**src/rtl/pwm_bank_if.sv**
```systemverilog
// Byte-stream and frame-status bundle between a UART receiver and pwm_bank.
// The master side feeds received bytes; the slave side is the PWM bank.
interface pwm_bank_if;
  logic [7:0] rx_data;
  logic       rx_valid;
  logic       frame_ok;
  logic       frame_err;

  modport master (
    output rx_data,
    output rx_valid,
    input  frame_ok,
    input  frame_err
  );

  modport slave (
    input  rx_data,
    input  rx_valid,
    output frame_ok,
    output frame_err
  );
endinterface

```
**src/rtl/pwm_bank.sv**
```systemverilog
// Bank of N_CH PWM generators configured by 8-byte UART frames.
// Frame: {dev,ch}, period[23:0] MSB first, high time[23:0] MSB first, 8'hFF.
// Unicast frames update one channel at its next period boundary; a
// broadcast (ch=4'hF) reloads every channel at once, phase-aligned.
module pwm_bank #(
  parameter int N_CH   = 4,
  parameter int CW     = 24,
  parameter int DEV_ID = 0,
  parameter int P_DEF  = 50000,
  parameter int D_DEF  = 1000,
  parameter int TO_CYC = 500000
) (
  input  logic            SCLOCK,
  input  logic            RESET,
  pwm_bank_if.slave       bus,
  output logic [N_CH-1:0] pwm
);

  typedef enum logic [1:0] {S_ADDR, S_PER, S_DUTY, S_TERM} state_t;

  localparam int              TO_W    = $clog2(TO_CYC + 1);
  localparam logic [TO_W-1:0] TO_LAST = TO_W'(TO_CYC - 1);
  localparam logic [TO_W-1:0] TO_ONE  = TO_W'(1);
  localparam logic [CW-1:0]   ONE     = CW'(1);
  localparam logic [CW-1:0]   ZERO    = '0;
  localparam logic [CW-1:0]   P_INIT  = CW'(P_DEF);
  localparam logic [CW-1:0]   D_INIT  = CW'(D_DEF);
  localparam logic [3:0]      DEV     = 4'(DEV_ID);
  localparam logic [4:0]      CH_LIM  = 5'(N_CH);

  // Parser state
  state_t          state, state_n;
  logic [1:0]      idx, idx_n;
  logic [3:0]      dev, ch;
  logic [23:0]     per_sr, duty_sr;
  logic [TO_W-1:0] tcnt;
  logic            term_ok, term_bad, expire;
  logic            hit, uni, bcast;
  logic            restart;

  // Channel state
  logic [CW-1:0]   cnt      [N_CH];
  logic [CW-1:0]   per_act  [N_CH];
  logic [CW-1:0]   high_act [N_CH];
  logic [CW-1:0]   per_pend [N_CH];
  logic [CW-1:0]   high_pend[N_CH];
  logic [N_CH-1:0] pend;
  logic [N_CH-1:0] wrap;
  logic [N_CH-1:0] load;

  // Parser next-state: one byte per rx_valid; inter-byte timeout loses to a byte.
  // NOTE: every always_comb output gets a default first so no path leaves it
  // unassigned; a missing default infers a latch.
  always_comb begin
    state_n  = state;
    idx_n    = idx;
    term_ok  = 1'b0;
    term_bad = 1'b0;
    expire   = 1'b0;
    if (bus.rx_valid) begin
      case (state)
        S_ADDR: begin
          state_n = S_PER;
          idx_n   = 2'd0;
        end
        S_PER: begin
          if (idx == 2'd2) begin
            state_n = S_DUTY;
            idx_n   = 2'd0;
          end else begin
            idx_n = idx + 2'd1;
          end
        end
        S_DUTY: begin
          if (idx == 2'd2) begin
            state_n = S_TERM;
            idx_n   = 2'd0;
          end else begin
            idx_n = idx + 2'd1;
          end
        end
        S_TERM: begin
          state_n = S_ADDR;
          idx_n   = 2'd0;
          if (bus.rx_data == 8'hFF) term_ok = 1'b1;
          else                      term_bad = 1'b1;
        end
        default: begin
          state_n = S_ADDR;
          idx_n   = 2'd0;
        end
      endcase
    end else if (state != S_ADDR && tcnt == TO_LAST) begin
      expire  = 1'b1;
      state_n = S_ADDR;
      idx_n   = 2'd0;
    end
  end

  // Parser state register
  // NOTE: sequential state uses non-blocking assignments so every flop
  // samples pre-edge values regardless of statement order.
  always_ff @(posedge SCLOCK) begin
    if (RESET) begin
      state <= S_ADDR;
      idx   <= 2'd0;
    end else begin
      state <= state_n;
      idx   <= idx_n;
    end
  end

  // Field capture and inter-byte timeout counter
  always_ff @(posedge SCLOCK) begin
    if (RESET) begin
      dev     <= 4'd0;
      ch      <= 4'd0;
      per_sr  <= '0;
      duty_sr <= '0;
      tcnt    <= '0;
    end else begin
      if (bus.rx_valid || state == S_ADDR || expire) tcnt <= '0;
      else                                           tcnt <= tcnt + TO_ONE;
      if (bus.rx_valid) begin
        case (state)
          S_ADDR:  {dev, ch} <= bus.rx_data;
          S_PER:   per_sr    <= {per_sr[15:0], bus.rx_data};
          S_DUTY:  duty_sr   <= {duty_sr[15:0], bus.rx_data};
          default: ;
        endcase
      end
    end
  end

  // Frame decode: frames for other devices or absent channels are dropped silently
  always_comb begin
    hit   = term_ok && (dev == DEV);
    uni   = hit && ({1'b0, ch} < CH_LIM);
    bcast = hit && (ch == 4'hF);
  end

  // Status pulses and the broadcast restart request
  always_ff @(posedge SCLOCK) begin
    if (RESET) begin
      bus.frame_ok  <= 1'b0;
      bus.frame_err <= 1'b0;
      restart       <= 1'b0;
    end else begin
      bus.frame_ok  <= uni || bcast;
      bus.frame_err <= term_bad || expire;
      restart       <= bcast;
    end
  end

  // Per-channel period boundary and load decisions
  always_comb begin
    wrap = '0;
    load = '0;
    for (int i = 0; i < N_CH; i++) begin
      wrap[i] = (per_act[i] != ZERO) && (cnt[i] == per_act[i] - ONE);
      load[i] = restart || (pend[i] && (wrap[i] || per_act[i] == ZERO));
    end
  end

  // Pending registers: a newer frame overwrites values not yet applied
  // NOTE: these register arrays are flops, not RAM, so each element is reset.
  always_ff @(posedge SCLOCK) begin
    if (RESET) begin
      pend <= '0;
      for (int i = 0; i < N_CH; i++) begin
        per_pend[i]  <= P_INIT;
        high_pend[i] <= D_INIT;
      end
    end else begin
      for (int i = 0; i < N_CH; i++) begin
        if (bcast || (uni && ch == 4'(i))) begin
          per_pend[i]  <= per_sr[CW-1:0];
          high_pend[i] <= duty_sr[CW-1:0];
          pend[i]      <= uni;
        end else if (load[i]) begin
          pend[i] <= 1'b0;
        end
      end
    end
  end

  // Channel counters, glitch-free reload, and registered outputs
  always_ff @(posedge SCLOCK) begin
    if (RESET) begin
      pwm <= '0;
      for (int i = 0; i < N_CH; i++) begin
        cnt[i]      <= ZERO;
        per_act[i]  <= P_INIT;
        high_act[i] <= D_INIT;
      end
    end else begin
      for (int i = 0; i < N_CH; i++) begin
        pwm[i] <= (per_act[i] != ZERO) && (cnt[i] < high_act[i]);
        if (load[i]) begin
          per_act[i]  <= per_pend[i];
          high_act[i] <= high_pend[i];
        end
        if (restart || wrap[i] || per_act[i] == ZERO) cnt[i] <= ZERO;
        else                                           cnt[i] <= cnt[i] + ONE;
      end
    end
  end

endmodule

```
**src/flat_wrapper.sv**
```systemverilog
// flat-port wrapper written by rule: the top's interface ports become plain ports
module pwm_bank_flat 
#(
  parameter int N_CH   = 4,
  parameter int CW     = 24,
  parameter int DEV_ID = 0,
  parameter int P_DEF  = 50000,
  parameter int D_DEF  = 1000,
  parameter int TO_CYC = 500000
)
  (SCLOCK, RESET, pwm, bus_rx_data, bus_rx_valid, bus_frame_ok, bus_frame_err);
  pwm_bank_if bus_i ();
  input  logic SCLOCK;
  input  logic RESET;
  output logic [N_CH-1:0] pwm;
  input wire logic [$bits(bus_i.rx_data)-1:0] bus_rx_data;
  input wire logic [$bits(bus_i.rx_valid)-1:0] bus_rx_valid;
  output wire logic [$bits(bus_i.frame_ok)-1:0] bus_frame_ok;
  output wire logic [$bits(bus_i.frame_err)-1:0] bus_frame_err;
  assign bus_i.rx_data = bus_rx_data;
  assign bus_i.rx_valid = bus_rx_valid;
  assign bus_frame_ok = bus_i.frame_ok;
  assign bus_frame_err = bus_i.frame_err;
  pwm_bank #(.N_CH(N_CH), .CW(CW), .DEV_ID(DEV_ID), .P_DEF(P_DEF), .D_DEF(D_DEF), .TO_CYC(TO_CYC)) u_core (.SCLOCK(SCLOCK), .RESET(RESET), .bus(bus_i), .pwm(pwm));
endmodule
```
**config.mk**
```make
export PLATFORM = sky130hd
export DESIGN_NAME = pwm_bank_flat
export DESIGN_NICKNAME = d
export VERILOG_FILES = /design/src/rtl/pwm_bank_if.sv /design/src/rtl/pwm_bank.sv /design/src/flat_wrapper.sv
export SDC_FILE = /design/constraint.sdc
export NUM_CORES = 1
export LEC_CHECK = 0
export CORE_UTILIZATION = 47
export CTS_BUF_LIST = sky130_fd_sc_hd__clkbuf_16
export DETAILED_ROUTE_END_ITERATION = 7
export PLACE_DENSITY = 0.68
export SLEW_MARGIN = 5
export SYNTH_ARGS = -nofsm -noshare
export SYNTH_HDL_FRONTEND = slang
export SYNTH_SLANG_ARGS = --single-unit
```
**constraint.sdc**
```tcl
create_clock -name SCLOCK -period 5.5 [get_ports SCLOCK]
set_input_delay 1.1 -clock SCLOCK [delete_from_list [all_inputs] [get_ports SCLOCK]]
set_output_delay 1.1 -clock SCLOCK [all_outputs]
set_load 0.02 [all_outputs]
```
# ---- Word-level counts from Yosys, hierarchy flattened
# Memory sizes are Yosys's and may differ from the RTL's.
# Cells that the tools add are included.
dict set report op_classes {
  add_sub_neg 10
  n_mul 0
  div 0
  n_lt_le_gt_ge 5
  eq_ne 16
  n_shift 0
  muxes 98
  n_bitwise 24
  n_reduce_logical 68
}
# operator count
set op_table {}
lappend op_table {{24-bit two-way mux} 24}
lappend op_table {{24-bit by 1-bit adder with 24-bit output (second input constant)} 4}
lappend op_table {{24-bit equality test} 4}
lappend op_table {{24-bit zero test} 4}
lappend op_table {{24-bit less-than comparator} 4}
lappend op_table {{24-bit nonzero test} 4}
lappend op_table {{24-bit by 1-bit subtractor with 24-bit output (second input constant)} 4}
lappend op_table {{1-bit two-way mux} 66}
lappend op_table {{1-bit logical OR} 24}
lappend op_table {{1-bit bitwise OR} 24}
lappend op_table {{1-bit logical AND} 20}
lappend op_table {{19-bit by 1-bit adder with 19-bit output (second input constant)} 1}
lappend op_table {{19-bit equality test (second input constant)} 1}
lappend op_table {{2-bit two-way mux} 6}
lappend op_table {{2-bit nonzero test} 6}
lappend op_table {{4-bit by 2-bit equality test with 1-bit output (second input constant)} 2}
lappend op_table {{8-bit equality test (second input constant)} 1}
lappend op_table {{4-bit zero test} 2}
lappend op_table {{2-bit one-hot mux with 4 select lines} 1}
lappend op_table {{2-bit equality test (second input constant)} 3}
lappend op_table {{3-bit by 2-bit != test with 1-bit output (second input constant)} 2}
lappend op_table {{2-bit AND reduction} 3}
lappend op_table {{2-bit OR reduction} 3}
lappend op_table {{4-bit by 1-bit equality test with 1-bit output (second input constant)} 1}
lappend op_table {{7 further kinds} 7}
dict set report totals {
  register_bits 90
  latchBits 0
  mem_bits_rw 480
  mem_bits_ro 0
  input_bits 11
  output_inout_bits 6
  n_memories 5
}
# memory depth width read_ports rd_ports_with_merged_regs write_ports line_no
set mem_list {}
lappend mem_list {u_core.cnt 4 24 4 0 4 pwm_bank.sv:42} ;# logic [CW-1:0] cnt [N_CH];
lappend mem_list {u_core.high_act 4 24 4 0 4 pwm_bank.sv:44} ;# logic [CW-1:0] high_act [N_CH];
lappend mem_list {u_core.high_pend 4 24 4 0 4 pwm_bank.sv:46} ;# logic [CW-1:0] high_pend[N_CH];
lappend mem_list {u_core.per_act 4 24 4 0 4 pwm_bank.sv:43} ;# logic [CW-1:0] per_act [N_CH];
lappend mem_list {u_core.per_pend 4 24 4 0 4 pwm_bank.sv:45} ;# logic [CW-1:0] per_pend [N_CH];

# ---- Depth between registers and ports, before layout
# Gate-level depths: netlist of the first run.
dict set report logic_depth {
  word_depth 12
  depth_mapped 13
}

# ---- Worst setup path after synthesis of the first run
# OpenSTA, ideal clock, no wires.
dict set report synth_timing {
  kind {flip-flop to flip-flop}
  start {mem u_core.per_act[0][0]}
  end {mem u_core.high_act[0][0] (enable)}
  arrival_time_ns 3.974
  slack_ns 1.117
  path_stages_with_launch 12
  path_buffers 0
  path_cell_list {edfxtp_1 -> inv_1 -> ha_1 -> or4b_2 -> nor4_1 -> nand2_1 -> xnor2_1 -> a2111o_1 -> nor4_1 -> nand4b_1 -> nand2_1 -> o21a_1}
}
# item line_no
set synth_rtl {}
lappend synth_rtl {{start: declaration} pwm_bank.sv:43}
lappend synth_rtl {{end: declaration} pwm_bank.sv:44}

==> results of run 1 <==
[registers in the layout, indices dropped and copies added, names as in the netlist, 2 cells and up]
signal	count
u_core.ch	4
u_core.cnt	96
u_core.dev	4
u_core.duty_sr	24
u_core.high_act	96
u_core.high_pend	96
u_core.idx	2
u_core.pend	4
u_core.per_act	96
u_core.per_pend	96
u_core.per_sr	24
u_core.pwm	4
u_core.state	2
u_core.tcnt	19
[worst max-delay path by stage]
stage | start | depth (start not counted) | end | slack (ps)
floorplan | u_core.per_act[0][0]$_SDFFCE_PN0P_ | 11 | u_core.high_act[0][0]$_SDFFCE_PN0P_ | 1120
global placement | bus_rx_valid | 9 | u_core.high_pend[0][45]$_SDFFCE_PN0P_ | 1280
detailed placement | bus_rx_valid | 7 | u_core.high_pend[0][19]$_SDFFCE_PN0P_ | 1130
CTS | u_core.per_act[1][0]$_SDFFCE_PN0P_ | 11 | u_core.cnt[0][32]$_SDFFCE_PN0P_ | 1110
global route | u_core.per_act[3][0]$_SDFFCE_PN0P_ | 10 | u_core.per_act[3][2]$_SDFFCE_PN0P_ | 680
finish | u_core.per_act[1][0]$_SDFFCE_PN0P_ | 11 | u_core.cnt[0][46]$_SDFFCE_PN0P_ | 1150
[routing by layer]
layer | up-vias | track usage (%) | wire length, um | part of all wire [%]
met3 | 103 | 2.92 | 3960 | 6.0
met2 | 497 | 36.3 | 31400 | 47
met1 | 9098 | 29.8 | 29200 | 44
li1 | 9098 | - | - | -
met4 | 0 | 7.30 | 1820 | 2.7
met5 | - | 0 | 0 | 0
[cell type report]
| cell class | count | area share (%) |
|---|---|---|
| diodes | 3 | 0.0238 |
| clock buffers | 63 | 5.00 |
| clock inverters | 53 | 1.44 |
| inverters | 122 | 1.45 |
| multi-input cells | 1818 | 36.6 |
| flip-flops and latches | 570 | 51.5 |
| well taps | 773 | 3.07 |
| repair buffers | 35 | 0.965 |
[stage by stage]
stage / hold slack (ps) / worst slack, ps / instance area, sq um
final: 463 / 1150 / 31500
after global routing: 478 / 681 / 31500
after global placement: 443 / 1280 / 29500
after CTS: 461 / 1110 / 31500
after detailed placement: 452 / 1130 / 29500
after floorplan: 430 / 1120 / 28600
[power by group through the flow]
stage                     clock network [mW]  registers [mW]  logic (mW)
final                                   4.14            4.97       0.503
after detailed placement                   0            5.06       0.496
after global routing                    4.35            4.98       0.566
after global placement                     0            5.05       0.476
after floorplan                            0            4.99       0.387
after CTS                               4.20            4.96       0.500
[logic make-up (layout without fill, tap and decap cells)]
logic type      Yosys count  count (layout)  share of synthesized area, %
flops                   570             570                          57.4
compound gates          247             247                          5.44
fa+ha+maj               106             106                          4.70
simple gates           1130            1130                          21.8
xor+xnor                221             221                          6.85
buf+inv                 228             273                          3.15
mux                      18              18                         0.660
other cells               1              99                        0.0133
[worst max-delay path, stage by stage (launching register included)]
cell	delay, ps
sky130_fd_sc_hd__edfxtp_1	440
sky130_fd_sc_hd__inv_1	90
sky130_fd_sc_hd__ha_1	200
sky130_fd_sc_hd__nor4b_2	520
sky130_fd_sc_hd__a21boi_0	220
sky130_fd_sc_hd__or3_1	340
sky130_fd_sc_hd__a21oi_1	150
sky130_fd_sc_hd__a31oi_1	80
sky130_fd_sc_hd__or4b_2	690
sky130_fd_sc_hd__or4_1	490
sky130_fd_sc_hd__nand2_1	700
sky130_fd_sc_hd__nor2_1	130
[cell usage in the layout, fill, tap and decap left out, drive strengths merged, types with 7 or more instances in the layout]
cell and instances:
and3 102, nor2b 54, nor3b 78, nor4b 8
nor4 33, edfxtp 480, clkinv 23, nand2b 28
xor2 105, a21oi 102, o21ai 42, buf 20
ha 106, or2 21, bufinv 7, conb 96
o21a 7, nor2 202, a21o 28, or4 11
nand4b 7, and2 123, a31oi 8, nand2 200
clkdlybuf4s50 15, nand4 50, clkbuf 63, inv 142
nor3 46, mux2i 13, xnor2 116, dfxtp 90
or3 84, a211oi 10, nand3 67
==> reports/results.txt, run 1 <==
The run finished with clean final reports. From left edge to right edge, the die measures 247 um. The number of hold buffers added after CTS was 0.

For the final routed database, the setup TNS stands at 0 ps. Worst max-slew margin expressed relative to the limit: 21.4%. The length in cells of the worst reg-to-reg path came out at 11. The path with the worst hold slack has its endpoint at u_core.dev[2]$_SDFFE_PP0P_. The utilization after layout came out at 53.2%.

Remaining global-route overflow: 0. Post-CTS repair changed the size of 0 cells. After synthesis the netlist holds a flip-flop and latch count of 570. At the end of routability-driven placement, the weighted congestion stood at 0.922. The number of slew-limit violations in the final report came out at 0. Counting instances, the worst hold path has a depth of 2.

The first global-routing pass estimated 103 mm of wire. Post-synthesis cell type with the largest combined area: sky130_fd_sc_hd__edfxtp_1. The initial core utilization was 47.7%. Of the total power, the share spent switching nets is 22.8%. The worst setup path is captured at a flop. The worst hold path belongs to the class flop to flop.

The final critical-path required period was 4350 ps; the layout overhead on the synthesized area was 11.5%. The synthesized area per cell was 11.2 sq um. The logs give 45.7 mm for the post-detailed-placement half-perimeter wirelength and 57.4% for the share of synthesized area occupied by flip-flops and latches.

The clock insertion delay at the later pin of the skew report is 630 ps. Counting instances in the post-synthesis netlist gives the leading cell types as 480 x sky130_fd_sc_hd__edfxtp_1, 201 x sky130_fd_sc_hd__nor2_1, 200 x sky130_fd_sc_hd__nand2_1. The origin of the critical flop-to-flop path was u_core.per_act[1][0]$_SDFFCE_PN0P_. For this design the ratio of total power to cell area is 305 nW/um^2.

The run gives 0 as the remaining antenna violation count. The run gives 84 as the largest net degree at the start of global routing. Number of buffers created by CTS: 61.

For the cell area after synthesis, the log shows 28,200 sq um. By area the synthesized netlist is led by sky130_fd_sc_hd__edfxtp_1 51%, sky130_fd_sc_hd__dfxtp_1 6.4%, sky130_fd_sc_hd__ha_1 4.7%. The core box area came out at 59,200 sq um. The pre-antenna-repair detailed-routing pass consisted of 5 iterations. The logs give 3,318 for the total placed cells including tap cells and 1,520 for the number of design-rule violations left by the first detailed-router iteration. Overall via count from detail_route: 18,800. The logs give 18,300 for the number of global-route vias before repair and 0 for the total of max-cap violations. The number of non-filler instances in the completed layout is 3,437, and the proportion of layout cells with a drive suffix above 1 is 5.52%.

For the number of design rule violations left after detail routing, the log shows 0. After the last flow step, the layout net total stands at 2,725. The run gives 72 as the count of unique library cells instantiated by Yosys. After detailed routing, the number of vias per cell comes to 5.47. STA classifies the critical path startpoint as a flop. Setup violations remaining at the end of the flow were counted as 0. Counting flops with a built-in enable in the synthesized netlist gives 480. For the number of clock sinks, the log shows 570.

TritonCTS built the clock tree. CTS placed an instance of sky130_fd_sc_hd__clkbuf_16 at the clock tree root. The logs give 2,521 for the count of mapped cells out of synthesis and 3 for the clock tree buffer depth.

The share of total power dissipated in combinational logic is 5.2%. The multi-input combinational cells in the finished layout cover a total of 11,500 sq um. Fraction of registers with async set or reset after synthesis: 0%. The primary flip-flop cell chosen by synthesis mapping is sky130_fd_sc_hd__edfxtp_1. The number of ports placed on the die boundary was 17. VDD sags by at most 0.315 mV. Hold path startpoint: u_core.dev[2]$_SDFFE_PP0P_. The H-tree was split into 2 levels.

Static leakage power: 11.4 nW. Along the worst path, the maximum fanout reaches 24. On the final layout, the worst clock skew is 23.0 ps. The part of the total power dissipated in the clock network came out at 43.1%. Post-CTS timing repair inserted 0 buffers for setup. The run gives 89 as the cell row count.

Setup repair after global routing left no endpoint under its margin. After layout, the design draws a total of 9.61 mW. In this run the register-to-register setup slack is 1150 ps. STA puts the critical path data arrival time at 4670 ps. The aggregate global-route resource usage came out at 22.0%. The register clock-pin slew on the reported worst setup and hold paths is 60 ps, and the average routed wire per standard cell is 19.3 um.

The total length of routed wires was 66.4 mm. The category of the critical setup timing path is flop to flop. The tools report the register cell area after layout as 16,200 sq um. The part of the cycle the worst path needs works out to 79.1%.

The worst flop-to-flop path endpoint was u_core.cnt[0][46]$_SDFFCE_PN0P_. For this run, the number of Yosys warnings is 0. Static timing analysis puts the maximum clock frequency at 230 MHz. Most common cell in the synthesized netlist: sky130_fd_sc_hd__edfxtp_1. In this run the tool buffered the top-level ports with 16 buffer cells.

Of the total power, registers draw 51.7%. The floorplan step defined a die boundary enclosing 61,100 sq um. The floorplan die height is 247 um, and the switching power of the nets is 2.19 mW.

The run gives 5,075 as the number of inserted filler cells in the final layout. The number of hold violations in the final report was 0; the transition at the pin with the smallest max-transition slack was 1180 ps. The data required time of the worst path was 5830 ps; the initial antenna violation count was 3. The share of synthesized area in the top cell type comes to 51.0%. Cell internal power was estimated by the tool at 7.41 mW.
Power figures use the tool's default switching activity.
==> run 2: changes to the inputs <==
Clock period 5.5 ns to 4.26 ns, I/O delays scaled along.
==> reports/results.txt, run 2 (synthesized netlist as in run 1, its figures left out) <==
The floorplan step set the die height to 247 um. Worst min-delay path class: flop to flop. The global-route wire length before repair was 103 mm; the number of design rule violations left after detail routing was 0. Number of slew-limit violations in the final report: 0.

The register cell area after layout is 16,200 sq um. The number of global-route vias before repair was 18,200; the delay contributed by the slowest stage of the critical path was 510 ps. The tools report the clock insertion delay at the later pin of the skew report as 620 ps. Max-cap violations in this run came to 0. Layout overhead on the synthesized area: 11.9%. For the clock tree buffer depth, the log shows 3. Clock tree synthesis inserted a total of 59 buffers. From left edge to right edge, the die measures 247 um. The final worst hold slack was 459 ps; the average routed wire per standard cell was 19.1 um.

Entering global routing, the biggest net connects 99 pins. The tools report the static leakage power as 11.5 nW. The number of ports placed on the die boundary was 17. STA classifies the critical path endpoint as a flop.

Leaving out fill and tap cells, the most frequent cells in the layout are 480 x sky130_fd_sc_hd__edfxtp_1, 201 x sky130_fd_sc_hd__nor2_1, 196 x sky130_fd_sc_hd__nand2_1, 137 x sky130_fd_sc_hd__inv_1, 122 x sky130_fd_sc_hd__and2_1. The library cell used most frequently in the layout, excluding fill and tap cells, is sky130_fd_sc_hd__edfxtp_1. Category of the critical setup timing path: flop to flop. Dividing total power by cell area gives a power density of 383 nW/um^2.

Measured in cells, the most critical reg-to-reg path has a length of 12. The total length of routed wires was 65.7 mm; the proportion of layout cells with a drive suffix above 1 was 5.99%. Summing over every cut layer, the via total after detailed routing is 19,000.

In this run the tightest slew margin relative to its limit is 25.5%. The critical-path cell with the highest stage delay was sky130_fd_sc_hd__or4_1. In the global route stage, overall resource usage came out at 22.0%.

Summed over all failing endpoints, the final setup total negative slack is 0 ps. The root buffer selected by CTS is sky130_fd_sc_hd__clkbuf_16. Worst flop-to-flop path endpoint: u_core.high_act[1][20]$_SDFFCE_PN0P_. For this block, the initial DRC count from the detailed router was 1,485. Fill cells in the final layout number 5,101. The initial core utilization is 47.7%, and the cell row count is 89.

The largest voltage drop on the vdd net was 0.368 mV. The signal on the critical path passes through inv_1, ha_1, nor4b_2, nand4_1, nor4_1, a31oi_1, mux2_2, or4_1, o21ai_1, a21oi_4, buf_4, nor3b_1. The beginning of the critical path is u_core.per_act[1][0]$_SDFFCE_PN0P_. Global routing finished with a remaining overflow of 0.

The remaining antenna violation count was 0. The tools report the startpoint class of the critical path as a flop. Core box area: 59,200 sq um. The die covers 61,100 sq um. In this run the worst path has a maximum fanout of 29. The critical path ends at u_core.high_act[1][20]$_SDFFCE_PN0P_. The tools report the origin of the critical flop-to-flop path as u_core.per_act[1][0]$_SDFFCE_PN0P_.

The final critical-path required period came out at 3870 ps. At the end of the flow, the number of nets in the layout was 2,742. After clock tree synthesis, the clock-pin slew on the worst setup and hold paths is 60 ps.

Using the TritonRoute via totals, the vias-per-cell ratio works out to 5.51. The run finished with clean final reports. The number of buffers inserted by port buffering is 16.

For the pin with the worst max-slew slack, the measured transition is 1110 ps. Based on the critical path, the design can be clocked at up to 258 MHz. TritonCTS built the clock tree.

Setup repair after global routing left no endpoint under its margin. The run gives 3,337 as the total placed cells including tap cells. Number of clock sinks: 570. The part of the cycle the worst path needs is 90.9%. Across all register-to-register paths, the minimum setup slack is 390 ps.

In the final layout, the multi-input gates occupy 11,500 sq um. Setup violations remaining at the end of the flow were counted as 0. Routability-driven placement finished with a final weighted congestion of 0.866.

Initial antenna violation count: 3. For the final database, setup skew stands at 22.5 ps. At the worst endpoint, the required time is 4680 ps. The first TritonRoute pass finished after 6 iterations. The logs give 3,446 for the number of non-filler instances in the completed layout and 45.5 mm for the post-detailed-placement half-perimeter wirelength.

The number of hold violations in the final report was 0. At the worst endpoint, the arrival time is 4300 ps. The count of buffers added by post-CTS timing repair for setup came out at 0. The CTS H-tree depth is 2.
run 2: cell types whose count changed in the layout (fill, tap and decap cells not counted), sizes merged:
cell      change
clkinv        -5
buf          +19
clkbuf        -4
diode         -1
inv           +2
clkinvlp      -1
bufinv        -1
run 2: area by class of cell:
type | instances | area share (%)
Clock inverter | 48 | 1.24
Timing Repair Buffer | 54 | 1.77
Antenna cell | 2 | 0.0158
Inverter | 122 | 1.45
Tap cell | 773 | 3.06
Multi-Input combinational cell | 1818 | 36.5
Sequential cell | 570 | 51.3
Clock buffer | 59 | 4.67
run 2: power by group:
group	total [mW]	switching (mW)	internal (mW)
sequential	6.41	0.201	6.21
combinational	0.663	0.396	0.268
clock	5.02	2.14	2.87
run 2: worst max-delay path, delay by kind of cell (launching register included):
| family | cells | cell delay [ps] |
|---|---|---|
| buf+inv | 2 | 320 |
| mux | 1 | 280 |
| fa+ha+maj | 1 | 200 |
| compound gates | 3 | 590 |
| flops | 1 | 430 |
| simple gates | 5 | 1840 |
run 2: worst min path at each step:
stage                                from                          to  slack [ps]  depth (start not counted)
4_1_cts        u_core.dev[3]$_SDFFE_PP0P_  u_core.dev[3]$_SDFFE_PP0P_         460                          2
3_3_place_gp    u_core.tcnt[0]$_SDFF_PP0_   u_core.tcnt[0]$_SDFF_PP0_         440                          1
5_1_grt        u_core.dev[2]$_SDFFE_PP0P_  u_core.dev[2]$_SDFFE_PP0P_         480                          2
2_1_floorplan   u_core.tcnt[0]$_SDFF_PP0_   u_core.tcnt[0]$_SDFF_PP0_         430                          1
3_5_place_dp   u_core.dev[0]$_SDFFE_PP0P_  u_core.dev[0]$_SDFFE_PP0P_         450                          2
6_report       u_core.dev[0]$_SDFFE_PP0P_  u_core.dev[0]$_SDFFE_PP0P_         460                          2
run 2: stage by stage:
| stage | util, % | cell area (sq um) | power, mW | setup slack, ps |
|---|---|---|---|---|
| floorplan | - | 28600 | 6.94 | 277 |
| global placement | 50.2 | 29700 | 7.15 | 445 |
| detailed placement | 50.2 | 29700 | 7.18 | 311 |
| CTS | 53.3 | 31600 | 12.2 | 299 |
| global route | 53.3 | 31600 | 12.5 | 80.4 |
| finish | 53.3 | 31600 | 12.1 | 387 |
run 2: what timing repair did:
action,4_1_cts,5_1_grt
endpoints found under the setup margin,0,25
hold buffers,0,0
gates resized for setup,0,2
run 2: metal layers:
layer	part of all wire (%)	GRT usage (%)	routed length (um)	up-vias
li1	-	-	-	9131
met1	44	30.2	29000	9170
met2	47	34.9	30600	539
met3	5.9	3.68	3870	137
met4	3.4	7.92	2250	0
met5	0	0	0	-
